### src/rtl/window_counter_scheduler.sv
// Shares one window_counter across N_CHANNELS pulse sources, one full window per channel.
// Optional per-channel stall flags are built only when STALL_DETECT_EN is defined.
module window_counter_scheduler #(
  parameter int N_CHANNELS    = 3,
  parameter int COUNTER_WIDTH = 12,
  parameter int CLEAR_CYCLES  = 2,
  parameter int SETTLE_LIMIT  = 255,
  parameter int STALL_THRESH  = 4,
  localparam int CH_W = (N_CHANNELS > 1) ? $clog2(N_CHANNELS) : 1
) (
  input  logic                     sys_clk,
  input  logic                     reset_n,
  input  logic                     start,
  input  logic                     stop,
  input  logic                     continuous,
  input  logic [N_CHANNELS-1:0]    ch_pulse,
  output logic                     wc_enable,
  output logic                     wc_reset_n,
  input  logic [COUNTER_WIDTH-1:0] wc_counter,
  input  logic                     wc_valid,
  input  logic                     wc_updated,
  output logic [CH_W-1:0]          channel_sel,
  output logic                     busy,
  output logic                     result_strobe,
  output logic [CH_W-1:0]          result_ch,
  output logic [COUNTER_WIDTH-1:0] result_value,
  output logic                     result_err,
  output logic                     timeout_err,
  output logic                     sweep_done,
  output logic [N_CHANNELS-1:0]    stall
);

  localparam int CLR_W = (CLEAR_CYCLES > 1) ? $clog2(CLEAR_CYCLES) : 1;
  localparam int UPD_W = (SETTLE_LIMIT > 1) ? $clog2(SETTLE_LIMIT) : 1;
  localparam logic [CLR_W-1:0] CLEAR_LAST  = CLR_W'(CLEAR_CYCLES - 1);
  localparam logic [UPD_W-1:0] SETTLE_LAST = UPD_W'(SETTLE_LIMIT - 1);
  localparam logic [CH_W-1:0]  LAST_CH     = CH_W'(N_CHANNELS - 1);

  if (N_CHANNELS < 2) begin : g_bad_channels
    $error("window_counter_scheduler: N_CHANNELS must be at least 2");
  end
  if (CLEAR_CYCLES < 1) begin : g_bad_clear
    $error("window_counter_scheduler: CLEAR_CYCLES must be at least 1");
  end
  if (SETTLE_LIMIT < 1) begin : g_bad_settle
    $error("window_counter_scheduler: SETTLE_LIMIT must be at least 1");
  end
  if (STALL_THRESH < 0) begin : g_bad_thresh
    $error("window_counter_scheduler: STALL_THRESH must not be negative");
  end

  typedef enum logic [1:0] {
    IDLE,
    CLEAR,
    FILL,
    ADVANCE
  } state_t;

  state_t             state;
  logic [CLR_W-1:0]   clear_cnt;
  logic [UPD_W-1:0]   upd_cnt;

  assign busy       = (state != IDLE);
  assign wc_reset_n = (state == FILL);
  assign wc_enable  = (state == FILL) && ch_pulse[channel_sel];

  // stop outranks everything, including a capture arriving on the same edge
  always_ff @(posedge sys_clk) begin
    if (!reset_n) begin
      state         <= IDLE;
      clear_cnt     <= '0;
      upd_cnt       <= '0;
      channel_sel   <= '0;
      result_strobe <= 1'b0;
      result_ch     <= '0;
      result_value  <= '0;
      result_err    <= 1'b0;
      timeout_err   <= 1'b0;
      sweep_done    <= 1'b0;
    end else begin
      result_strobe <= 1'b0;
      sweep_done    <= 1'b0;
      if (state != IDLE && stop) begin
        state       <= IDLE;
        channel_sel <= '0;
      end else begin
        case (state)
          IDLE: begin
            if (start && !stop) begin
              state       <= CLEAR;
              clear_cnt   <= '0;
              channel_sel <= '0;
              timeout_err <= 1'b0;
            end
          end
          CLEAR: begin
            upd_cnt <= '0;
            if (clear_cnt == CLEAR_LAST) begin
              state <= FILL;
            end else begin
              clear_cnt <= clear_cnt + 1'b1;
            end
          end
          FILL: begin
            // a valid window wins even when it lands on the settle limit
            if (wc_updated) begin
              if (wc_valid) begin
                result_value  <= wc_counter;
                result_ch     <= channel_sel;
                result_err    <= 1'b0;
                result_strobe <= 1'b1;
                state         <= ADVANCE;
              end else if (upd_cnt == SETTLE_LAST) begin
                result_value  <= '0;
                result_ch     <= channel_sel;
                result_err    <= 1'b1;
                result_strobe <= 1'b1;
                timeout_err   <= 1'b1;
                state         <= ADVANCE;
              end else begin
                upd_cnt <= upd_cnt + 1'b1;
              end
            end
          end
          ADVANCE: begin
            clear_cnt <= '0;
            if (channel_sel == LAST_CH) begin
              channel_sel <= '0;
              if (!continuous) begin
                state      <= IDLE;
                sweep_done <= 1'b1;
              end else begin
                state <= CLEAR;
              end
            end else begin
              channel_sel <= channel_sel + 1'b1;
              state       <= CLEAR;
            end
          end
          default: state <= IDLE;
        endcase
      end
    end
  end

`ifdef STALL_DETECT_EN
  localparam logic [COUNTER_WIDTH-1:0] STALL_LIMIT = COUNTER_WIDTH'(STALL_THRESH);

  // flags follow the strobe by one cycle; a new sweep wipes them
  always_ff @(posedge sys_clk) begin
    if (!reset_n) begin
      stall <= '0;
    end else if (state == IDLE && start && !stop) begin
      stall <= '0;
    end else if (result_strobe) begin
      stall[result_ch] <= result_err || (result_value < STALL_LIMIT);
    end
  end
`else
  assign stall = '0;
`endif

endmodule

### config.mk
export PLATFORM = sky130hd
export DESIGN_NAME = window_counter_scheduler
export DESIGN_NICKNAME = d
export VERILOG_FILES = /design/src/rtl/window_counter_scheduler.sv
export SDC_FILE = /design/constraint.sdc
export NUM_CORES = 1
export LEC_CHECK = 0
export BUFFER_PORTS_ARGS = -buffer_cell sky130_fd_sc_hd__buf_2
export CAP_MARGIN = 10
export CORE_MARGIN = 2
export CORE_UTILIZATION = 50
export DETAILED_ROUTE_END_ITERATION = 8
export HOLD_SLACK_MARGIN = 0.02
export PLACE_DENSITY = 0.79
export SLEW_MARGIN = 20
export SYNTH_ARGS = -nofsm -noshare
export SYNTH_HDL_FRONTEND = slang
export SYNTH_SLANG_ARGS = --single-unit
### constraint.sdc
create_clock -name sys_clk -period 5 [get_ports sys_clk]
set_clock_uncertainty 0.15 [all_clocks]
set_input_delay 0.25 -clock sys_clk [delete_from_list [all_inputs] [get_ports sys_clk]]
set_output_delay 0.25 -clock sys_clk [all_outputs]
set_load 0.01 [all_outputs]
==> run metrics <==
P_sw=200 uW; Die W=58.7 microns; Reg2Reg Depth=6; P&R area growth vs syn=29.5%; Cell Rows=19; via count=1409; fill count=220; hpwl dp=2540 microns; final net count=250; ranking of synthesized cells by area=dfxtp_1, a22o_1, ha_1; hold path cells=4; Power Internal=450 uW; most frequent cell after synthesis=dfxtp_1; Mapped Area=1500 sq um; Clk Latency, worst-skew pair=0.32 ns; post-synth top area share=41.5%; flop2flop setup slack=2.47 ns; worst slew pin tran=0.878 ns; HP Class=input pin to flop; Antenna Cells=0; Post-synth top cells=dfxtp_1, a22o_1, nor2_1, nand2_1, inv_1; Slew Limit Fails=0; post-synthesis async set-or-reset flop share=0%; run status=complete, but fails checks; Routed WL per cell=14.0 microns; Max clock buf depth=2; die height=58.7 microns; initial antenna violation count=0; antenna viol nets, final=0; Synth Instances=162; Hold Crit Start=continuous; Req. time, crit path=5.12 ns; GRT Util Overall=21.6%; global-route wire length before repair=5690 microns; CTS tree=done; GRT busiest layer=met2; clock buffer count from CTS=5; Crit Path Category=flop to flop; ys flop type=dfxtp_1; DR iter-0 viols=75; RSZ-0062 raised after global routing=false; TritonRoute pass-1 iters=6; CTS root buffer=clkbuf_4; placeable core area=2810 sq um; Leak=0.000880 uW; min Tclk post-route=2.53 ns; clock slew seen by the registers of the worst setup and hold paths=0.10 ns; vias per cell=5.57; WP data arrival=2.64 ns; post-route cell area=1940 sq um; failing checks=DRC; hold_buf cts=13; I/O pin cnt=48; PostCTS Resize Cnt=0; Reg-to-Reg Start=state[0]$_SDFFE_PP0P_; Max Clk Rate=0.396 GHz; DRC viols=5; number of flops mapped to enable cells by yosys=0; Min-Delay Endpoint=sweep_done$_SDFF_PP0_; GR Overflow Total=0; Final Hold Vio Count=0; met3 Track Usage GR=5.49%; Worst VDD drop=0.170 mV; area leader, netlist=dfxtp_1; GR Layer Usage met2=39.3%; routed wire length=3530 microns; dpl cell area=1720 sq um; Initial Util=53.3%; # H-tree levels=2; GP Congestion=0.865; CP Capture Type=flop; setup violators final=0; sequential power share=41.1%; Setup WS pre-CTS=2.58 ns; share of layout cells above drive strength 1=26.6%; Clock Power Share=31.3%; Critical Path Fanout Max=13; TritonCTS Sinks=31; Switching Fraction=30.7%; combinational power share=27.6%; fin crit share=50.5%; PortBufs=44; die area=3450 sq um; reg2reg end=result_value[6]$_SDFFE_PN0P_; Worst setup SP type=flop; Max-Cap Viols=0; post-synthesis register bit count=31; Ys Warns=0; vias in the first global route=1311; global-route met1 utilization=24.5%; largest net degree at the start of global routing=14; setup tns final=0 ns; Yosys cell types=45; Final WS setup=2.47 ns; PD cells=336 nW/um^2; postcts setup bufs=0; Avg Synthesized Cell Area=9.24 sq um; Max transition margin=41.5%; post-synthesis sequential area ratio=41.5%
==> area by class of cell <==
| class | instances | area, sq um | share of cell area, % |
|---|---|---|---|
| flip-flops and latches | 31 | 621 | 32.0 |
| inverters | 10 | 37.5 | 1.94 |
| clock buffers | 6 | 51.3 | 2.65 |
| repair buffers | 58 | 358 | 18.5 |
| multi-input cells | 115 | 797 | 41.1 |
| clock inverters | 2 | 35.0 | 1.81 |
| well taps | 31 | 38.8 | 2.00 |
==> stage by stage <==
step | utilization (%) | power [uW] | hold slack, ns | cells
2_1_floorplan | - | 400 | 0.197 | 164
3_3_place_gp | 61.4 | 433 | 0.293 | 232
3_5_place_dp | 61.4 | 441 | 0.313 | 232
4_1_cts | 69.1 | 652 | 0.0238 | 253
5_1_grt | 69.1 | 686 | 0.0404 | 253
6_report | 69.1 | 650 | 0.0312 | 253
==> cells by family after synthesis <==
family                   count (synthesis)  share of synthesized area (%)
AND/OR/NAND/NOR                         52                           17.7
adder cells (fa/ha/maj)                  7                           5.85
flip-flops                              31                           41.5
multiplexers                             6                           4.01
other                                    1                          0.251
AO/OA/AOI/OAI                           47                           24.9
buffers and inverters                   18                           5.77
==> layout by cell type (no fill, tap or decap), types with 4 or more instances in the layout <==
| master | n |
|---|---|
| dlygate4sd3_1 | 13 |
| a22o_1 | 13 |
| ha_1 | 7 |
| nor3_1 | 6 |
| nand2_1 | 11 |
| clkbuf_4 | 5 |
| a21oi_1 | 4 |
| o22a_1 | 4 |
| mux2i_1 | 6 |
| buf_2 | 44 |
| nand3_1 | 5 |
| nor2_1 | 12 |
| dfxtp_1 | 31 |
| inv_1 | 10 |
| o21ai_0 | 5 |
==> worst max-delay path by stage <==
stage / startpoint / slack (ns) / cells past startpoint / to
6_report: state[0]$_SDFFE_PP0P_ / 2.47 / 6 / result_value[6]$_SDFFE_PN0P_
5_1_grt: state[0]$_SDFFE_PP0P_ / 2.30 / 6 / result_value[6]$_SDFFE_PN0P_
4_1_cts: state[0]$_SDFFE_PP0P_ / 2.55 / 6 / result_value[0]$_SDFFE_PN0P_
3_5_place_dp: state[0]$_SDFFE_PP0P_ / 2.58 / 6 / result_value[6]$_SDFFE_PN0P_
3_3_place_gp: state[0]$_SDFFE_PP0P_ / 2.71 / 6 / result_value[11]$_SDFFE_PN0P_
2_1_floorplan: state[0]$_SDFFE_PP0P_ / 3.00 / 6 / upd_cnt[7]$_SDFFE_PN0P_
==> worst max-delay path: stages, from the launching register on <==
cell and delay [ns]:
dfxtp_1 0.44, inv_1 0.13, ha_1 0.38, nand2_1 0.28
nor2_1 0.12, a21oi_1 0.70, a22o_1 0.28
==> sequential cells by signal, summed over array words and instances (netlist names) <==
| register | count |
|---|---|
| channel_sel | 2 |
| upd_cnt | 8 |
| state | 2 |
| result_value | 12 |
| result_strobe | 1 |
| result_err | 1 |
| clear_cnt | 1 |
| sweep_done | 1 |
| result_ch | 2 |
| timeout_err | 1 |
==> power groups by stage <==
stage / logic [uW] / registers (uW) / clock network [uW]
after floorplan: 128 / 273 / 0
after global placement: 160 / 272 / 0
after detailed placement: 168 / 273 / 0
after CTS: 177 / 267 / 207
after global routing: 199 / 269 / 218
final: 179 / 268 / 203
==> per-layer routing <==
layer / vias to the layer above / part of all wire [%]
met5: - / 0
met4: 0 / 0.88
met3: 4 / 4.8
met2: 39 / 52
met1: 666 / 43
li1: 700 / -
Power figures use the tool's default switching activity.
